File: src/rtl/evm_pkg.sv
// Shared EVM constants and the tally/report FSM state encoding.
package evm_pkg;
  localparam int PCT_SCALE = 100;
  localparam int PCT_W     = 8;

  typedef enum logic [2:0] {
    VOTING,
    CLOSED,
    REP_SET,
    REP_CAP,
    DONE
  } state_t;
endpackage

File: src/rtl/sat_counter.sv
// Saturating up-counter with synchronous clear; sat is high at all-ones.
// Single-cycle update; increments at saturation are ignored.
module sat_counter #(
  parameter int W = 8
) (
  input  logic         clk,
  input  logic         rst_n,
  input  logic         clr,
  input  logic         inc,
  output logic [W-1:0] cnt,
  output logic         sat
);
  assign sat = &cnt;

  always_ff @(posedge clk or negedge rst_n) begin
    if (!rst_n) begin
      cnt <= '0;
    end else if (clr) begin
      cnt <= '0;
    end else if (inc && !sat) begin
      cnt <= cnt + 1'b1;
    end
  end
endmodule

File: src/rtl/vote_tally.sv
// Per-candidate vote tally; reports floor percentages through an external divider, first strobe 3 cycles after report_req, then every 2.
// vote_ready gates votes outside VOTING; define VOTE_TALLY_WINNER_EN for the winner/winner_valid outputs.
module vote_tally
  import evm_pkg::*;
#(
  parameter int NUM_CAND = 4,
  parameter int CNT_W    = 8,
  parameter int DIV_W    = 16,
  parameter int CAND_W   = $clog2(NUM_CAND)
) (
  input  logic              clk,
  input  logic              rst_n,
  input  logic              clr,
  input  logic              vote_valid,
  input  logic [CAND_W-1:0] vote_cand,
  output logic              vote_ready,
  input  logic              close,
  input  logic              report_req,
  output logic [DIV_W-1:0]  div_a,
  output logic [DIV_W-1:0]  div_b,
  input  logic [DIV_W-1:0]  div_res,
  output logic              pct_valid,
  output logic [CAND_W-1:0] pct_cand,
  output logic [PCT_W-1:0]  pct_value,
  output logic [DIV_W-1:0]  total,
  output logic              overflow,
  output logic              done
`ifdef VOTE_TALLY_WINNER_EN
  ,
  output logic [CAND_W-1:0] winner,
  output logic              winner_valid
`endif
);
  state_t              state, state_nx;
  logic [CAND_W-1:0]   k;
  logic [CNT_W-1:0]    cnt [NUM_CAND];
  logic [NUM_CAND-1:0] sat;
  logic [NUM_CAND-1:0] inc;
  logic                accept;
  logic                tgt_sat;
  logic [CNT_W-1:0]    cnt_k;
  logic                last;
  logic                unused_div_hi;

  // Quotient never exceeds 100, so only the low byte matters.
  assign unused_div_hi = ^div_res[DIV_W-1:PCT_W];
  assign last = (k == CAND_W'(NUM_CAND - 1));

  always_comb begin
    accept  = vote_valid && vote_ready && (state == VOTING) && !clr
              && (32'(vote_cand) < NUM_CAND);
    tgt_sat = 1'b0;
    cnt_k   = '0;
    inc     = '0;
    for (int i = 0; i < NUM_CAND; i++) begin
      if (vote_cand == CAND_W'(i)) tgt_sat = sat[i];
      if (k == CAND_W'(i)) cnt_k = cnt[i];
      inc[i] = accept && (vote_cand == CAND_W'(i));
    end
  end

  for (genvar g = 0; g < NUM_CAND; g++) begin : g_cnt
    sat_counter #(.W(CNT_W)) u_cnt (
      .clk   (clk),
      .rst_n (rst_n),
      .clr   (clr),
      .inc   (inc[g]),
      .cnt   (cnt[g]),
      .sat   (sat[g])
    );
  end

  always_ff @(posedge clk or negedge rst_n) begin
    if (!rst_n) state <= VOTING;
    else        state <= state_nx;
  end

  always_comb begin
    state_nx = state;
    if (clr) begin
      state_nx = VOTING;
    end else begin
      case (state)
        VOTING:  if (close) state_nx = CLOSED;
        CLOSED:  if (report_req) state_nx = REP_SET;
        REP_SET: state_nx = REP_CAP;
        REP_CAP: state_nx = last ? DONE : REP_SET;
        DONE:    state_nx = DONE;
        default: state_nx = VOTING;
      endcase
    end
  end

`ifdef VOTE_TALLY_WINNER_EN
  logic [CNT_W-1:0] best_cnt;

  // Strict '>' keeps the lowest index on ties; an empty poll leaves winner at 0.
  always_ff @(posedge clk or negedge rst_n) begin
    if (!rst_n) begin
      best_cnt     <= '0;
      winner       <= '0;
      winner_valid <= 1'b0;
    end else if (clr) begin
      best_cnt     <= '0;
      winner       <= '0;
      winner_valid <= 1'b0;
    end else if (state == REP_CAP) begin
      if (k == '0 || cnt_k > best_cnt) begin
        best_cnt <= cnt_k;
        winner   <= k;
      end
      if (last) winner_valid <= 1'b1;
    end
  end
`endif

  always_ff @(posedge clk or negedge rst_n) begin
    if (!rst_n) begin
      vote_ready <= 1'b0;
      k          <= '0;
      total      <= '0;
      div_a      <= '0;
      div_b      <= '0;
      pct_valid  <= 1'b0;
      pct_cand   <= '0;
      pct_value  <= '0;
      overflow   <= 1'b0;
      done       <= 1'b0;
    end else begin
      pct_valid  <= 1'b0;
      vote_ready <= (state_nx == VOTING);
      if (clr) begin
        k         <= '0;
        total     <= '0;
        div_a     <= '0;
        div_b     <= '0;
        pct_cand  <= '0;
        pct_value <= '0;
        overflow  <= 1'b0;
        done      <= 1'b0;
      end else begin
        case (state)
          VOTING: begin
            if (accept) begin
              if (tgt_sat) overflow <= 1'b1;
              else         total    <= total + 1'b1;
            end
          end
          CLOSED: begin
            if (report_req) k <= '0;
          end
          REP_SET: begin
            div_a <= DIV_W'(cnt_k) * DIV_W'(PCT_SCALE);
            div_b <= (total == '0) ? DIV_W'(1) : total;
          end
          REP_CAP: begin
            pct_value <= (total == '0) ? '0 : div_res[PCT_W-1:0];
            pct_cand  <= k;
            pct_valid <= 1'b1;
            if (last) done <= 1'b1;
            else      k    <= k + 1'b1;
          end
          default: ;
        endcase
      end
    end
  end
endmodule

File: config.mk
export PLATFORM = sky130hd
export DESIGN_NAME = vote_tally
export DESIGN_NICKNAME = d
export VERILOG_FILES = /design/src/rtl/evm_pkg.sv /design/src/rtl/sat_counter.sv /design/src/rtl/vote_tally.sv
export SDC_FILE = /design/constraint.sdc
export NUM_CORES = 1
export LEC_CHECK = 0
export CAP_MARGIN = 30
export CORE_ASPECT_RATIO = 0.9
export CORE_UTILIZATION = 54
export DETAILED_ROUTE_END_ITERATION = 8
export PLACE_DENSITY = 0.8
export SYNTH_ARGS = -nofsm -noshare
export SYNTH_HDL_FRONTEND = slang
export SYNTH_HIERARCHICAL = 1
export SYNTH_SLANG_ARGS = --single-unit
File: constraint.sdc
create_clock -name clk -period 5.9 [get_ports clk]
set_clock_uncertainty 0.05 [all_clocks]
set_input_delay 1.18 -clock clk [delete_from_list [all_inputs] [get_ports clk]]
set_output_delay 1.18 -clock clk [all_outputs]
set_load 0.005 [all_outputs]
==> flow_metrics.py, run 1 <==
metrics = {
    "run_status": {
        "status": "finished clean",
    },
    "floorplan": {
        "start_util_pct": 55.6,
        "die_y_microns": 99.2,
        "core_sq_um": 10200,
        "dieArea_sq_um": 10900,
        "die_w_microns": 110,
        "ios": 86,
        "fp-row-count": 35,
    },
    "routing": {
        "wl_per_cell_microns": 17.2,
        "drtPass1Iterations": 5,
        "drc": 0,
        "drtIter0Drc": 353,
        "vias_per_cell": 6.07,
        "wirelength_mm": 12.9,
        "ant_nets": 0,
        "vias": 4567,
    },
    "worst_setup_path": {
        "path_common_cell": "ha_1",
        "reg2reg_depth": 17,
        "path_depth": 17,
        "end_kind": "register",
        "cp_max_fo": 12,
        "cp_data_arrival_time_ns": 4.70,
        "cpLargestDelayFamily": "adder cells",
        "cp_slowest_cell": "fa_1",
        "path_cells": "inv_1 -> ha_1 -> nand3b_1 -> a21oi_1 -> a21oi_1 -> o21ai_0 -> ha_1 -> ha_1 -> inv_1 -> fa_1 -> inv_1 -> ha_1 -> o211ai_1 -> a21oi_1 -> o221a_2 -> or3_1 -> a32o_1",
        "cpPeakStageDelay_ns": 0.49,
        "worstSetupPathType": "reg2reg",
        "cp_num_buf_inv": 3,
        "start_kind": "register",
        "required_ns": 6.08,
    },
    "global_route": {
        "grt-busiest-layer": "met2",
        "antenna_found_initial": 0,
        "met3_usage_pct": 4.33,
        "use_met2_pct": 40.7,
        "grt_max_degree": 53,
        "grt_overflow": 0,
        "use_met1_pct": 35.3,
        "grt_pass1_vias": 4340,
        "grt_pass1_wl_mm": 21.5,
        "grt.total_usage_pct": 25.3,
    },
    "final_layout": {
        "mostFrequentLayoutCells": "dfrtp_1, clkdlybuf4s50_1, a21oi_1",
        "fill_cells": 806,
        "fin_nets": 682,
        "diodes": 0,
        "final_common_cell": "dfrtp_1",
        "syn_to_final_growth_pct": 19.2,
        "final_layout_size_suffix_gt1_share_pct": 9.79,
    },
    "placed_design": {
        "dp_hpwl_mm": 8.96,
        "place.gp.congestion": 0.879,
        "port-buffer-count": 74,
    },
    "yosys": {
        "ys_top_cells_by_area": "dfrtp_1, ha_1, a22o_1",
        "ys_ff_latch": 96,
        "synth_top_area_share_pct": 42.4,
        "yosys.area.top_type": "dfrtp_1",
        "synth-async-reset-ratio_pct": 100,
        "ys.warnings.count": 6,
        "synthCells": 556,
        "synth-edff-count": 0,
        "synth_area_sq_um": 5670,
        "ys_types": 59,
        "ys.flop_type": "dfrtp_1",
        "avgSynthCellArea_sq_um": 10.2,
        "synth_seq_area_share_pct": 42.4,
    },
    "clocking": {
        "cts_tree": "yes",
        "cts_buffers": 9,
        "cts_sinks": 96,
        "clk_pin_slew_ns": 0.07,
        "cts_resized": 0,
        "cts_max_level": 3,
        "cts-root-buf": "clkbuf_16",
        "insertion_delay_ns": 0.34,
        "cts_buffer_depth": 2,
        "hold_buffers": 0,
        "postCtsSetupRepairBufs": 0,
    },
    "sta": {
        "hold_viol": 0,
        "whs_ns": 0.428,
        "grt_setup_unrepaired": "no",
        "maxSlewHeadroom_pct": 40.4,
        "finalSetupViolCount": 0,
        "timing.final.crit_share_pct": 76.6,
        "slew_viol_final": 0,
        "final.min_clock_period_ns": 4.52,
        "clock.fmax_mhz": 221,
        "tightestPinTransition_ns": 0.895,
        "tns_ns": 0,
    },
    "hold_path": {
        "min_path_cells": 2,
        "hold_class": "reg2reg",
    },
    "pwr": {
        "ir_drop_mv": 0.200,
        "leakage_nw": 3.02,
        "p_per_area_nw_per_um2": 207,
    },
    "run": {
        "max_cap_violations": 0,
    },
}
[cells in the mapped netlist, types with 5 or more instances]
library cell,number
and3_2,5
nor3_1,14
xnor2_1,12
nor2_1,37
dfrtp_1,96
ha_1,37
nor4_2,6
a31oi_1,11
buf_6,5
xor2_1,7
nand2_1,37
o31ai_1,8
a22o_1,26
nand2b_1,16
a21oi_1,42
a22oi_1,5
clkbuf_1,15
mux2i_1,9
o21ai_0,16
nand4_1,16
nand3_1,6
and4_2,5
nor4_1,8
a211oi_1,10
inv_1,29
buf_4,7
[layer usage]
layer | up-vias | share of wire [%]
met5 | - | 0
met4 | 0 | 1.2
met3 | 17 | 5.7
met2 | 157 | 48
met1 | 2227 | 45
li1 | 2166 | -
[per-stage QoR]
step           util (%)  area [sq um]  instances  power, mW  worst slack [ns]
3_5_place_dp       63.0          6430        736      0.769              1.47
3_3_place_gp       62.9          6420        735      0.766              1.59
6_report           66.2          6760        752       1.40              1.38
2_1_floorplan         -          5680        558      0.729              1.74
4_1_cts            66.2          6760        752       1.41              1.40
5_1_grt            66.2          6760        752       1.45              1.17
[worst register-to-register path: stages (launching register included)]
cell      delay, ns
dfrtp_1        0.43
inv_1          0.10
ha_1           0.31
nand3b_1       0.22
a21oi_1        0.16
a21oi_1        0.08
o21ai_0        0.40
ha_1           0.32
ha_1           0.28
inv_1          0.05
fa_1           0.49
inv_1          0.05
ha_1           0.34
o211ai_1       0.25
a21oi_1        0.09
o221a_2        0.25
or3_1          0.30
a32o_1         0.25
[state kept, by name, indices dropped and copies added, names as in the netlist]
signal,cells
div_a,13
pct_value,8
total,16
k,2
pct_cand,2
g_cnt.u_cnt/cnt,32
state,3
vote_ready,1
pct_valid,1
done,1
div_b,16
overflow,1
[path summary, 6_finish.rpt]
path / start / endpoint / slack, ns
max reg2reg: k[1]$_DFFE_PN0P_ / div_a[14]$_DFFE_PN0P_ / 1.38
min reg2reg: div_b[0]$_DFFE_PN0P_ / div_b[0]$_DFFE_PN0P_ / 0.43
max: k[1]$_DFFE_PN0P_ / div_a[14]$_DFFE_PN0P_ / 1.38
max in group asynchronous: rst_n / g_cnt[1].u_cnt/cnt[1]$_DFFE_PN0P_ / 3.96
min: div_b[0]$_DFFE_PN0P_ / div_b[0]$_DFFE_PN0P_ / 0.43
min in group asynchronous: rst_n / div_a[14]$_DFFE_PN0P_ / 0.78
[kinds of logic after synthesis]
family	after synthesis	share of synthesized area, %
compound gates	137	16.9
xor+xnor	19	2.93
fa+ha+maj	40	9.22
buf+inv	58	5.10
flops	96	42.4
mux	15	3.24
other cells	1	0.0661
simple gates	190	20.1
[cell type report]
| cell class | instances | area (sq um) | share of cell area [%] |
|---|---|---|---|
| Multi-Input combinational cell | 404 | 2990 | 44.3 |
| Clock buffer | 11 | 243 | 3.59 |
| Sequential cell | 96 | 2400 | 35.5 |
| Timing Repair Buffer | 78 | 761 | 11.3 |
| Inverter | 29 | 109 | 1.61 |
| Clock inverter | 5 | 88.8 | 1.31 |
| Tap cell | 129 | 161 | 2.39 |
[report_power, final]
part	leakage (nW)	switching [mW]	internal [mW]
clock	0.162	0.254	0.388
sequential	1.34	0.00801	0.663
combinational	1.53	0.0538	0.0317
total	3.02	0.316	1.08
(Power assumes the default switching activity.)
==> run 2, diff against run 1 <==
Settings changed: CORE_UTILIZATION 54 to 49, PLACE_DENSITY 0.8 to 0.76.
Clock period 5.9 ns to 3.85 ns, I/O delays scaled along.
==> run 2 against run 1 <==
  * The run now ends with setup timing left
  * Worst setup slack lost 1.4 ns
  * Clock power up 51%
  * Hold slack lost 0.0030 ns
  * Sequential power rose by 54%
  * Non-clock buffer count up 39
  * Power grew 53%
  * Core utilization is 0.65 points lower
  * Wire length rose by 5.7%
  * Global-route usage is 1.2 points lower
  * Final cell count is 8.2% higher
  * Via count rose by 3.2%
  * Clock-buffer cell count shrank 2
  * Critical path type unchanged
==> flow_metrics.py, run 2 (same netlist as run 1, synthesis figures left out) <==
metrics = {
    "final_layout": {
        "final_layout_size_suffix_gt1_share_pct": 19.0,
        "fin_nets": 721,
        "largest-register": "g_cnt.u_cnt/cnt",
        "diodes": 0,
        "largest_reg_flops": 32,
        "top_regs": "g_cnt.u_cnt/cnt (32), div_b (16), total (16)",
        "fill_cells": 825,
        "final_common_cell": "dfrtp_1",
        "syn_to_final_growth_pct": 27.6,
        "mostFrequentLayoutCells": "dfrtp_1, clkdlybuf4s50_1, buf_4, nand2_1, nor2_1",
        "post-route-util_pct": 65.6,
    },
    "sta": {
        "whs_ns": 0.424,
        "timing.final.crit_share_pct": 100,
        "tns_ns": -0.00580,
        "tightestPinTransition_ns": 0.910,
        "finalSetupViolCount": 1,
        "finalWorstSetupSlack_ns": -0.00580,
        "clock.fmax_mhz": 259,
        "hold_viol": 0,
        "slew_viol_final": 0,
        "grt_setup_unrepaired": "yes",
        "maxSlewHeadroom_pct": 39.3,
        "final.min_clock_period_ns": 3.86,
    },
    "clocking": {
        "cts_tree": "yes",
        "cts_max_level": 3,
        "cts-root-buf": "clkbuf_16",
        "cts_buffers": 9,
        "insertion_delay_ns": 0.35,
        "clk_pin_slew_ns": 0.07,
        "cts_sinks": 96,
        "cts_buffer_depth": 2,
    },
    "floorplan": {
        "core_sq_um": 11000,
        "fp-row-count": 36,
        "ios": 86,
        "start_util_pct": 51.4,
        "die_y_microns": 104,
        "dieArea_sq_um": 12000,
        "die_w_microns": 115,
    },
    "pwr": {
        "p_per_area_nw_per_um2": 295,
        "leakage_nw": 3.26,
        "ir_drop_mv": 0.186,
    },
    "worst_setup_path": {
        "cp_data_arrival_time_ns": 4.05,
        "required_ns": 4.04,
        "worstSetupPathType": "reg2reg",
        "end_kind": "register",
        "cp_max_fo": 8,
        "start_kind": "register",
    },
    "global_route": {
        "grt.total_usage_pct": 24.0,
        "grt_overflow": 0,
        "grt_max_degree": 72,
        "antenna_found_initial": 0,
        "grt_pass1_vias": 4518,
        "grt_pass1_wl_mm": 22.9,
    },
    "run_status": {
        "status": "finished with violations",
        "violations": "setup timing",
    },
    "routing": {
        "drtIter0Drc": 305,
        "vias": 4714,
        "wirelength_mm": 13.6,
        "ant_nets": 0,
        "wl_per_cell_microns": 16.7,
        "vias_per_cell": 5.79,
        "drc": 0,
        "drtPass1Iterations": 5,
    },
    "run": {
        "max_cap_violations": 0,
    },
    "hold_path": {
        "hold_class": "reg2reg",
    },
    "placed_design": {
        "place.gp.congestion": 0.892,
        "port-buffer-count": 74,
        "dp_hpwl_mm": 9.52,
    },
}
run 2: cell types whose count changed in the layout (fill, tap and decap cells not counted), sizes merged:
cell	before	now
buf	6	44
bufinv	2	1
inv	30	33
clkbuf	11	10
run 2: through the flow:
step           instance area [sq um]  cells  setup slack [ns]  power [mW]
6_report                        7240    814          -0.00580        2.14
5_1_grt                         7240    814            -0.188        2.21
4_1_cts                         7140    806           0.00123        2.15
3_5_place_dp                    6690    788            -0.295        1.18
3_3_place_gp                    6690    788            -0.136        1.18
2_1_floorplan                   5710    558            0.0136        1.12
run 2: report_power, final:
| part | switching, mW | internal (mW) |
|---|---|---|
| Clock | 0.442 | 0.527 |
| Combinational | 0.0851 | 0.0543 |
| Sequential | 0.0121 | 1.01 |
run 2: area by class of cell:
cell class                 instances  area [sq um]  share of cell area, %
tap                              152           190                   2.63
multi-input combinational        404          3150                   43.6
inverter                          29           109                   1.50
timing repair buffer             117          1060                   14.7
sequential                        96          2400                   33.2
clock inverter                     7          97.6                   1.35
clock buffer                       9           225                   3.11
run 2: layer usage:
layer	GRT usage [%]	share of wire, %	wire, microns	vias up
met3	3.50	3.6	490	24
met2	37.8	48	6520	114
met1	33.6	47	6350	2325
li1	-	-	-	2251
met4	8.53	1.9	265	0
met5	0	0	0	-
run 2: worst paths after layout:
check                      cells past startpoint                     to            startpoint  slack [ns]
setup / recovery                              16  div_a[14]$_DFFE_PN0P_      k[0]$_DFFE_PN0P_      -0.006
hold / removal                                 2   div_b[0]$_DFFE_PN0P_  div_b[0]$_DFFE_PN0P_        0.42
setup reg to reg                              16  div_a[14]$_DFFE_PN0P_      k[0]$_DFFE_PN0P_      -0.006
hold reg to reg                                2   div_b[0]$_DFFE_PN0P_  div_b[0]$_DFFE_PN0P_        0.42
max in group asynchronous                      2   overflow$_DFFE_PN0P_                 rst_n        2.50
min in group asynchronous                      1  div_a[13]$_DFFE_PN0P_                 rst_n        0.50
run 2: what timing repair did:
item | CTS | global route
endpoints found under the setup margin | 5 | 5
resized for setup | 23 | 12
gates cloned | 0 | 0
hold buffers | 0 | 0
setup buffers | 2 | 7
pin swaps | 5 | 9
run 2: critical path: stages, from the launching register on:
cell and delay (ns):
dfrtp_1 0.43, ha_4 0.20, buf_8 0.13, nand3b_1 0.18, a21oi_2 0.16, a21oi_1 0.05, nor2_1 0.17, a21o_1 0.15
ha_1 0.24, ha_1 0.30, ha_1 0.32, ha_1 0.35, a21oi_2 0.17, nand2b_1 0.07, o221a_2 0.23, or3_1 0.30
a32o_1 0.25
==> run 3, diff against run 2 <==
Settings changed: CORE_UTILIZATION 49 to 54, PLACE_DENSITY 0.76 to 0.8.
Clock period 3.85 ns to 4.45 ns, I/O delays scaled along.
==> run 3 against run 2 <==
  * Sequential cell count stayed put
  * Wire length is 6.9% lower
  * The flow now finishes without violations
  * Global-route usage is 0.55 points higher
  * Critical path depth stayed put
  * Clock power is 22% lower
  * Combinational power is 17% lower
  * Sequential power is 14% lower
  * Die area is 9.1% lower
  * Via count is 4.2% lower
  * Register-to-register slack better by 0.27 ns
  * Maximum frequency is 7.9% lower
  * Hold slack worse by 0.0089 ns
==> flow_metrics.py, run 3 (same netlist as run 1, synthesis figures left out) <==
metrics = {
    "run_status": {
        "status": "finished clean",
    },
    "clocking": {
        "postCtsSetupRepairBufs": 0,
        "cts_buffers": 9,
        "clk_pin_slew_ns": 0.06,
        "hold_buffers": 0,
        "cts_resized": 0,
        "cts_max_level": 3,
        "cts-root-buf": "clkbuf_16",
        "cts_tree": "yes",
        "insertion_delay_ns": 0.34,
        "cts_sinks": 96,
        "cts_buffer_depth": 2,
    },
    "routing": {
        "drtPass1Iterations": 5,
        "ant_nets": 0,
        "drc": 0,
        "vias": 4516,
        "vias_per_cell": 5.99,
        "drtIter0Drc": 210,
        "wl_per_cell_microns": 16.8,
        "wirelength_mm": 12.7,
    },
    "final_layout": {
        "final_layout_size_suffix_gt1_share_pct": 10.7,
        "fill_cells": 790,
        "syn_to_final_growth_pct": 18.9,
        "fin_nets": 684,
        "diodes": 0,
        "largest_reg_flops": 32,
        "design_area_sq_um": 6740,
        "final_common_cell": "dfrtp_1",
        "top_regs": "g_cnt.u_cnt/cnt (32), div_b (16), total (16)",
        "largest-register": "g_cnt.u_cnt/cnt",
        "mostFrequentLayoutCells": "dfrtp_1, clkdlybuf4s50_1, a21oi_1, nand2_1, nor2_1",
    },
    "global_route": {
        "grt_max_degree": 66,
        "antenna_found_initial": 0,
        "met3_usage_pct": 4.78,
        "grt_overflow": 0,
        "grt.total_usage_pct": 24.6,
        "grt-busiest-layer": "met2",
        "use_met2_pct": 38.3,
        "grt_pass1_vias": 4316,
        "grt_pass1_wl_mm": 21.0,
        "use_met1_pct": 34.9,
    },
    "floorplan": {
        "core_sq_um": 10200,
        "die_y_microns": 99.2,
        "dieArea_sq_um": 10900,
        "ios": 86,
        "die_w_microns": 110,
        "start_util_pct": 55.6,
        "fp-row-count": 35,
    },
    "sta": {
        "maxSlewHeadroom_pct": 35.9,
        "clock.fmax_mhz": 239,
        "hold_viol": 0,
        "slew_viol_final": 0,
        "timing.final.crit_share_pct": 94.1,
        "tns_ns": 0,
        "final.min_clock_period_ns": 4.19,
        "tightestPinTransition_ns": 0.953,
        "finalSetupViolCount": 0,
        "grt_setup_unrepaired": "no",
    },
    "placed_design": {
        "dp_hpwl_mm": 9.08,
        "port-buffer-count": 74,
        "dpl_cell_area_sq_um": 6440,
        "place.gp.congestion": 0.861,
    },
    "worst_setup_path": {
        "worstSetupPathType": "reg2reg",
        "cp_slowest_cell": "fa_1",
        "start_kind": "register",
        "required_ns": 4.63,
        "path_common_cell": "ha_1",
        "cp_data_arrival_time_ns": 4.37,
        "cp_max_fo": 5,
        "end_kind": "register",
        "path_cells": "inv_1 -> ha_1 -> nor2b_2 -> a221oi_1 -> o31ai_1 -> ha_1 -> ha_1 -> inv_1 -> fa_1 -> inv_1 -> ha_1 -> o211ai_1 -> a21oi_1 -> o221a_2 -> or3_1 -> a32o_1",
        "cpPeakStageDelay_ns": 0.50,
    },
    "hold_path": {
        "hold_class": "reg2reg",
    },
    "pwr": {
        "ir_drop_mv": 0.211,
        "leakage_nw": 3.00,
        "p_per_area_nw_per_um2": 260,
    },
    "run": {
        "max_cap_violations": 0,
    },
}
==> run 3: changes by cell type in the layout (fill, tap and decap cells not counted), sizes merged <==
cell      change
buf          -36
clkinvlp      +4
inv           -3
clkinv        -2
bufinv        -1
clkbuf        +1
==> run 3: where the power goes <==
| group | internal (mW) | switching, mW | leakage (nW) |
|---|---|---|---|
| sequential | 0.879 | 0.0102 | 1.34 |
| combinational | 0.0429 | 0.0721 | 1.54 |
| clock | 0.411 | 0.341 | 0.130 |
==> run 3: cell type report <==
cell class                 count  area [sq um]  share of cell area, %
multi-input combinational    404          3000                   44.5
sequential                    96          2400                   35.6
timing repair buffer          80           778                   11.5
clock buffer                  11           253                   3.75
tap                          129           161                   2.39
inverter                      29           109                   1.61
clock inverter                 5          38.8                  0.575
==> run 3: worst paths after layout <==
path / from / slack [ns] / cells after the start / end
max in group asynchronous: rst_n / 2.82 / 2 / g_cnt[0].u_cnt/cnt[2]$_DFFE_PN0P_
min in group asynchronous: rst_n / 0.58 / 1 / div_a[14]$_DFFE_PN0P_
min: div_b[0]$_DFFE_PN0P_ / 0.42 / 2 / div_b[0]$_DFFE_PN0P_
min reg2reg: div_b[0]$_DFFE_PN0P_ / 0.42 / 2 / div_b[0]$_DFFE_PN0P_
max: k[0]$_DFFE_PN0P_ / 0.26 / 16 / div_a[14]$_DFFE_PN0P_
max reg2reg: k[0]$_DFFE_PN0P_ / 0.26 / 16 / div_a[14]$_DFFE_PN0P_
==> run 3: metrics by stage <==
step                      power, mW  hold WS, ns  instances  setup WS [ns]  util, %
after floorplan               0.966        0.413        558          0.289        -
after global placement         1.02        0.408        738          0.288     63.2
after detailed placement       1.02        0.406        738          0.202     63.2
after CTS                      1.77        0.420        754          0.146     66.0
after global routing           1.82        0.438        754         0.0104     66.1
final                          1.76        0.416        754          0.264     66.1
==> run 3: critical path: cells and delay by family, from the launching register on <==
family,cells,cell delay (ns)
AO/OA/AOI/OAI,6,1.32
flip-flops,1,0.44
buffers and inverters,3,0.20
adder cells (fa/ha/maj),5,1.56
AND/OR/NAND/NOR,2,0.50
==> run 3: per-layer routing <==
| layer | wire [microns] | up-vias |
|---|---|---|
| met4 | 175 | 0 |
| met3 | 562 | 15 |
| met1 | 5920 | 2214 |
| met2 | 6030 | 115 |
| li1 | - | 2172 |
| met5 | 0 | - |
